### src/rtl/period_sequencer_pkg.sv
// Shared state encodings and constants for period_sequencer.
package period_sequencer_pkg;

  typedef enum logic [1:0] {
    IDLE = 2'd0,
    LOAD = 2'd1,
    RUN  = 2'd2
  } state_t;

  localparam int MIN_PERIOD = 2;

endpackage

### src/rtl/sync_fifo.sv
// Single-clock FIFO holding queued periods; data storage is not reset.
module sync_fifo #(
  parameter int WIDTH = 32,
  parameter int DEPTH = 4
) (
  input  logic                       clk,
  input  logic                       rst,
  input  logic                       push,
  input  logic                       pop,
  input  logic [WIDTH-1:0]           din,
  output logic [WIDTH-1:0]           dout,
  output logic                       full,
  output logic                       empty,
  output logic [$clog2(DEPTH):0]     count
);

  localparam int AW = $clog2(DEPTH);
  localparam logic [AW:0] FULL_CNT = (AW+1)'(DEPTH);

  logic [WIDTH-1:0] mem [DEPTH];
  logic [AW-1:0]    wr_ptr;
  logic [AW-1:0]    rd_ptr;
  logic             do_push;
  logic             do_pop;

  // A pop frees the slot the same cycle, so a full FIFO still takes a write.
  assign do_pop  = pop && !empty;
  assign do_push = push && (!full || do_pop);
  assign full    = (count == FULL_CNT);
  assign empty   = (count == '0);
  assign dout    = mem[rd_ptr];

  always_ff @(posedge clk or posedge rst) begin
    if (rst) begin
      wr_ptr <= '0;
      rd_ptr <= '0;
      count  <= '0;
    end else begin
      if (do_push) wr_ptr <= wr_ptr + AW'(1);
      if (do_pop)  rd_ptr <= rd_ptr + AW'(1);
      case ({do_push, do_pop})
        2'b10:   count <= count + (AW+1)'(1);
        2'b01:   count <= count - (AW+1)'(1);
        default: count <= count;
      endcase
    end
  end

  always_ff @(posedge clk) begin
    if (do_push) mem[wr_ptr] <= din;
  end

endmodule

### src/rtl/period_sequencer.sv
// Feeds queued periods to a downstream strobe counter, one period per strobe.
// Build option PERIOD_SEQ_REPEAT_EN: repeat the last period when the queue is empty.
module period_sequencer
  import period_sequencer_pkg::*;
#(
  parameter int WIDTH = 32,
  parameter int DEPTH = 4
) (
  input  logic             clk,
  input  logic             rst,
  input  logic             in_valid,
  input  logic [WIDTH-1:0] in_period,
  output logic             in_ready,
  input  logic             run,
  input  logic             cnt_ready,
  input  logic             cnt_strobe,
  output logic             cnt_enable,
  output logic [WIDTH-1:0] cnt_reset_value,
  output logic             period_done,
  output logic             busy,
  output logic             clamp_err
);

  localparam int CW = $clog2(DEPTH) + 1;

  state_t           state;
  state_t           state_nxt;
  logic             fifo_full;
  logic             fifo_empty;
  logic             fifo_push;
  logic             fifo_pop;
  logic             pop_load;
  logic             pop_strobe;
  logic [WIDTH-1:0] fifo_din;
  logic [WIDTH-1:0] fifo_dout;
  logic [CW-1:0]    fifo_count;

  function automatic logic [WIDTH-1:0] clamp_period(input logic [WIDTH-1:0] p);
    return (p < WIDTH'(MIN_PERIOD)) ? WIDTH'(MIN_PERIOD) : p;
  endfunction

  assign pop_load   = (state == LOAD);
  assign pop_strobe = (state == RUN) && cnt_strobe && !fifo_empty;
  assign fifo_pop   = pop_load || pop_strobe;
  assign in_ready   = !fifo_full || fifo_pop;
  assign fifo_push  = in_valid && in_ready;
  assign fifo_din   = clamp_period(in_period);
  assign cnt_enable = (state == RUN) && run && cnt_ready && !cnt_strobe;
  assign busy       = (state != IDLE);

  sync_fifo #(
    .WIDTH (WIDTH),
    .DEPTH (DEPTH)
  ) u_fifo (
    .clk   (clk),
    .rst   (rst),
    .push  (fifo_push),
    .pop   (fifo_pop),
    .din   (fifo_din),
    .dout  (fifo_dout),
    .full  (fifo_full),
    .empty (fifo_empty),
    .count (fifo_count)
  );

  always_comb begin
    state_nxt = state;
    case (state)
      IDLE: if (fifo_count != '0) state_nxt = LOAD;
      LOAD: state_nxt = RUN;
      RUN: begin
        if (cnt_strobe && fifo_empty) begin
`ifdef PERIOD_SEQ_REPEAT_EN
          state_nxt = RUN;
`else
          state_nxt = IDLE;
`endif
        end
      end
      default: state_nxt = IDLE;
    endcase
  end

  always_ff @(posedge clk or posedge rst) begin
    if (rst) begin
      state           <= IDLE;
      cnt_reset_value <= WIDTH'(MIN_PERIOD);
      period_done     <= 1'b0;
      clamp_err       <= 1'b0;
    end else begin
      state       <= state_nxt;
      period_done <= cnt_strobe && (state == RUN);
      clamp_err   <= clamp_err | (fifo_push && (in_period < WIDTH'(MIN_PERIOD)));
      if (fifo_pop) cnt_reset_value <= fifo_dout;
    end
  end

endmodule

### config.mk
export PLATFORM = sky130hd
export DESIGN_NAME = period_sequencer
export DESIGN_NICKNAME = d
export VERILOG_FILES = /design/src/rtl/period_sequencer_pkg.sv /design/src/rtl/sync_fifo.sv /design/src/rtl/period_sequencer.sv
export SDC_FILE = /design/constraint.sdc
export NUM_CORES = 1
export LEC_CHECK = 0
export CORE_MARGIN = 1
export CORE_UTILIZATION = 50
export CTS_CLUSTER_DIAMETER = 150
export DETAILED_ROUTE_END_ITERATION = 12
export PLACE_DENSITY = 0.78
export SLEW_MARGIN = 0
export SYNTH_ARGS = -nofsm -noshare
export SYNTH_HDL_FRONTEND = slang
export SYNTH_SLANG_ARGS = --single-unit
export TNS_END_PERCENT = 5
### constraint.sdc
create_clock -name clk -period 2.1 [get_ports clk]
set_clock_uncertainty 0.05 [all_clocks]
set_input_delay 0.42 -clock clk [delete_from_list [all_inputs] [get_ports clk]]
set_output_delay 0.42 -clock clk [all_outputs]
set_load 0.03 [all_outputs]
==> flow_summary.json <==
{
  "status": "finished with violations",
  "violations": "negative setup slack",
  "dp_hpwl_um": 7798,
  "routed_wl_um": 11850,
  "crit_type": "reg -> reg",
  "drive_above_1_share_pct": 38.16,
  "crit_buf_inv": 3,
  "power_density_nw_per_um2": 1535,
  "reg2reg_setup_slack_ns": -0.11,
  "cts_tree": "built",
  "cts_buffers": 17,
  "fin_worst_hold_slack_ns": 0.2874,
  "critical_path_arrival_ns": 2.51,
  "drc": 0,
  "cap_violations": 0,
  "drv_slew": 0,
  "synth_area_leaders": "edfxtp_1 58%, dfrtp_1 16%, mux4_2 11%",
  "grt_pass1_vias": 3548,
  "met1_usage_pct": 24.17,
  "synth.ff_latch_count": 171,
  "wl_per_cell_um": 18.86,
  "maxSlewHeadroom_pct": 71.94,
  "setup_viol": 3,
  "synth.avg_cell_area_um2": 19.82,
  "die_h_um": 117.4,
  "drtPass1Iterations": 4,
  "cpMaxStageDelayCell": "o41a_4",
  "rows": 41,
  "grt_max_degree": 44,
  "peakVddDrop_v": 0.0007762,
  "clk_path_buf_depth": 2,
  "synth.distinct_cells": 37,
  "r2r-end": "u_fifo.count[2]",
  "pin_count": 75,
  "clock_sinks": 171,
  "critPathCaptureType": "register",
  "p_leak_nw": 3.145,
  "hold_path.class": "in -> async",
  "synth_top_area_share_pct": 57.72,
  "syn_nets": 380,
  "fin_area_um2": 8653,
  "fin_nets": 487,
  "layout_common_cells": "128 x edfxtp_1, 70 x clkdlybuf4s50_1, 43 x buf_4",
  "die_width_um": 117.4,
  "hold_violations": 0,
  "dieArea_um2": 13780,
  "cts_htree_levels": 4,
  "required_ns": 2.40,
  "critPathLaunchType": "register",
  "cp_top_family": "compound AO/OA/AOI/OAI gates",
  "period_share_pct": 105.0,
  "max_stage_delay_ns": 0.48,
  "coreArea_um2": 12820,
  "max_clock_freq_mhz": 453.3,
  "final_common_cell": "edfxtp_1",
  "cts_hold_buf": 0,
  "use_met2_pct": 30.84,
  "worst_slack_ns": -0.1060,
  "antenna_found_initial": 0,
  "area_delta_synth_final_pct": 29.95,
  "yosys_warnings": 0,
  "cts.clk_slew.worst_paths_ns": 0.06,
  "worst_slew_pin_slew_ns": 0.4171,
  "viasPerCell": 5.291,
  "netlist_area_um2": 6659,
  "rsz0062_at_grt": "yes",
  "total_power_mw": 13.29,
  "layout_min_cycle_time_ns": 2.206,
  "diodes": 0,
  "clk_latency_ns": 0.43,
  "vias": 3323,
  "yosysSeqAreaShare_pct": 73.90,
  "yosysTopAreaCell": "edfxtp_1",
  "place_area_um2": 7999,
  "initial_core_util_pct": 51.92,
  "crit_fanout": 4,
  "io_buffers": 74,
  "drtIter0Drc": 205,
  "grt_usage_pct": 18.95,
  "grt_util_met3_pct": 4.232,
  "grt-busiest-layer": "met2",
  "place_congestion": 0.7728,
  "cp_cell_sequence": "nor2b_4 > buf_6 > o41a_4 > inv_4 > ha_4 > inv_2 > fa_2 > xor2_1 > nor2_1 > xnor2_1",
  "antenna_left": 0,
  "tns_ns": -0.1561,
  "r2r_cells": 10,
  "clockRootBuffer": "clkbuf_16",
  "grt_pass1_wl_um": 19090,
  "reg2reg_from": "state[0]",
  "synthCells": 336,
  "grt.overflow.total": 0
}
-- worst max-delay path by stage --
| stage | from | to | slack, ns | cells past startpoint |
|---|---|---|---|---|
| after floorplan | state[1] | u_fifo.count[2] | -0.003 | 10 |
| after global placement | cnt_strobe | in_ready | -0.58 | 5 |
| after detailed placement | cnt_strobe | in_ready | -0.58 | 5 |
| after CTS | state[0] | u_fifo.count[2] | -0.11 | 10 |
| after global routing | state[0] | u_fifo.count[2] | -0.21 | 10 |
| final | state[0] | u_fifo.count[2] | -0.11 | 10 |
-- worst reg2reg max path, delay by kind of cell (launching register included) --
kind                       cells  cell delay [ns]
AOI/OAI and AO/OA              1             0.48
xor gates and xnor gates       2             0.27
DFF                            1             0.41
adders and majority gates      2             0.45
buffers and inverters          3             0.21
and+or+nand+nor                2             0.26
-- cell type report --
| cell class | instances | area, um^2 |
|---|---|---|
| clock buffer | 17 | 425.4 |
| clock inverter | 15 | 211.5 |
| fill | 853 | 4172 |
| inverter | 11 | 43.79 |
| multi-input combinational | 113 | 1528 |
| sequential | 171 | 4923 |
| tap | 172 | 215.2 |
| timing repair buffer | 129 | 1306 |
-- per-layer routing --
| layer | routed length [um] | share of wire (%) | up-vias |
|---|---|---|---|
| met3 | 472 | 4.0 | 22 |
| met5 | 0 | 0 | - |
| met1 | 5075 | 43 | 1718 |
| met2 | 6070 | 51 | 84 |
| met4 | 229 | 1.9 | 0 |
| li1 | - | - | 1499 |
-- state kept, by name, indices dropped and copies added (netlist names) --
name / count
clamp_err: 1
u_fifo.count: 3
state: 2
u_fifo.wr_ptr: 2
u_fifo.mem: 128
cnt_reset_value: 32
period_done: 1
u_fifo.rd_ptr: 2
-- timing repair --
action | in CTS | in global routing
setup endpoints to repair | 5 | 4
setup buffers | 1 | 0
gates resized for setup | 15 | 0
pin swaps | 1 | 0
-- per-stage QoR --
step | worst slack, ns | utilization, % | instances
final | -0.1060 | 67.47 | 628
after global routing | -0.2125 | 67.47 | 628
after CTS | -0.1124 | 67.47 | 628
after detailed placement | -0.5798 | 62.37 | 595
after global placement | -0.5829 | 62.37 | 595
after floorplan | -0.003158 | - | 336
-- synthesized netlist by cell type --
master / n
buf_2: 3
nor2_1: 2
ha_1: 5
edfxtp_1: 128
o21bai_1: 1
nor3_1: 2
o31ai_1: 1
mux2i_1: 1
or2_2: 1
buf_6: 7
a21oi_1: 1
nor3_2: 1
xnor2_1: 4
or4_2: 1
nand4_1: 2
nand2_1: 2
inv_2: 1
inv_1: 10
nor2b_1: 1
o21a_1: 1
a211oi_1: 1
fa_1: 1
nand2b_1: 2
nand3b_2: 1
dfrtp_1: 42
o21ai_2: 1
a21o_1: 1
nor4_1: 7
xor2_1: 2
mux2_2: 32
or2_1: 1
mux4_2: 32
o41a_4: 1
mux2_4: 1
dfstp_2: 1
and2_2: 4
clkbuf_1: 31
-- report_power, final --
part / total (mW) / switching [mW] / leakage [nW] / internal, mW
sequential: 4.99 / 0.339 / 1.67 / 4.65
clock: 3.35 / 1.33 / 0.310 / 2.02
combinational: 4.95 / 2.37 / 1.16 / 2.59
-- logic make-up (layout without fill, tap and decap cells) --
group,after synthesis,in the layout,share of synthesized area (%)
multiplexers,66,66,16.61
AND/OR/NAND/NOR,27,27,2.593
AO/OA/AOI/OAI,8,8,1.090
buffers and inverters,52,172,3.777
flip-flops,171,171,73.90
XOR/XNOR,6,6,0.7892
adder cells (fa/ha/maj),6,6,1.240
Note: power is estimated with default switching activity, not from simulation.
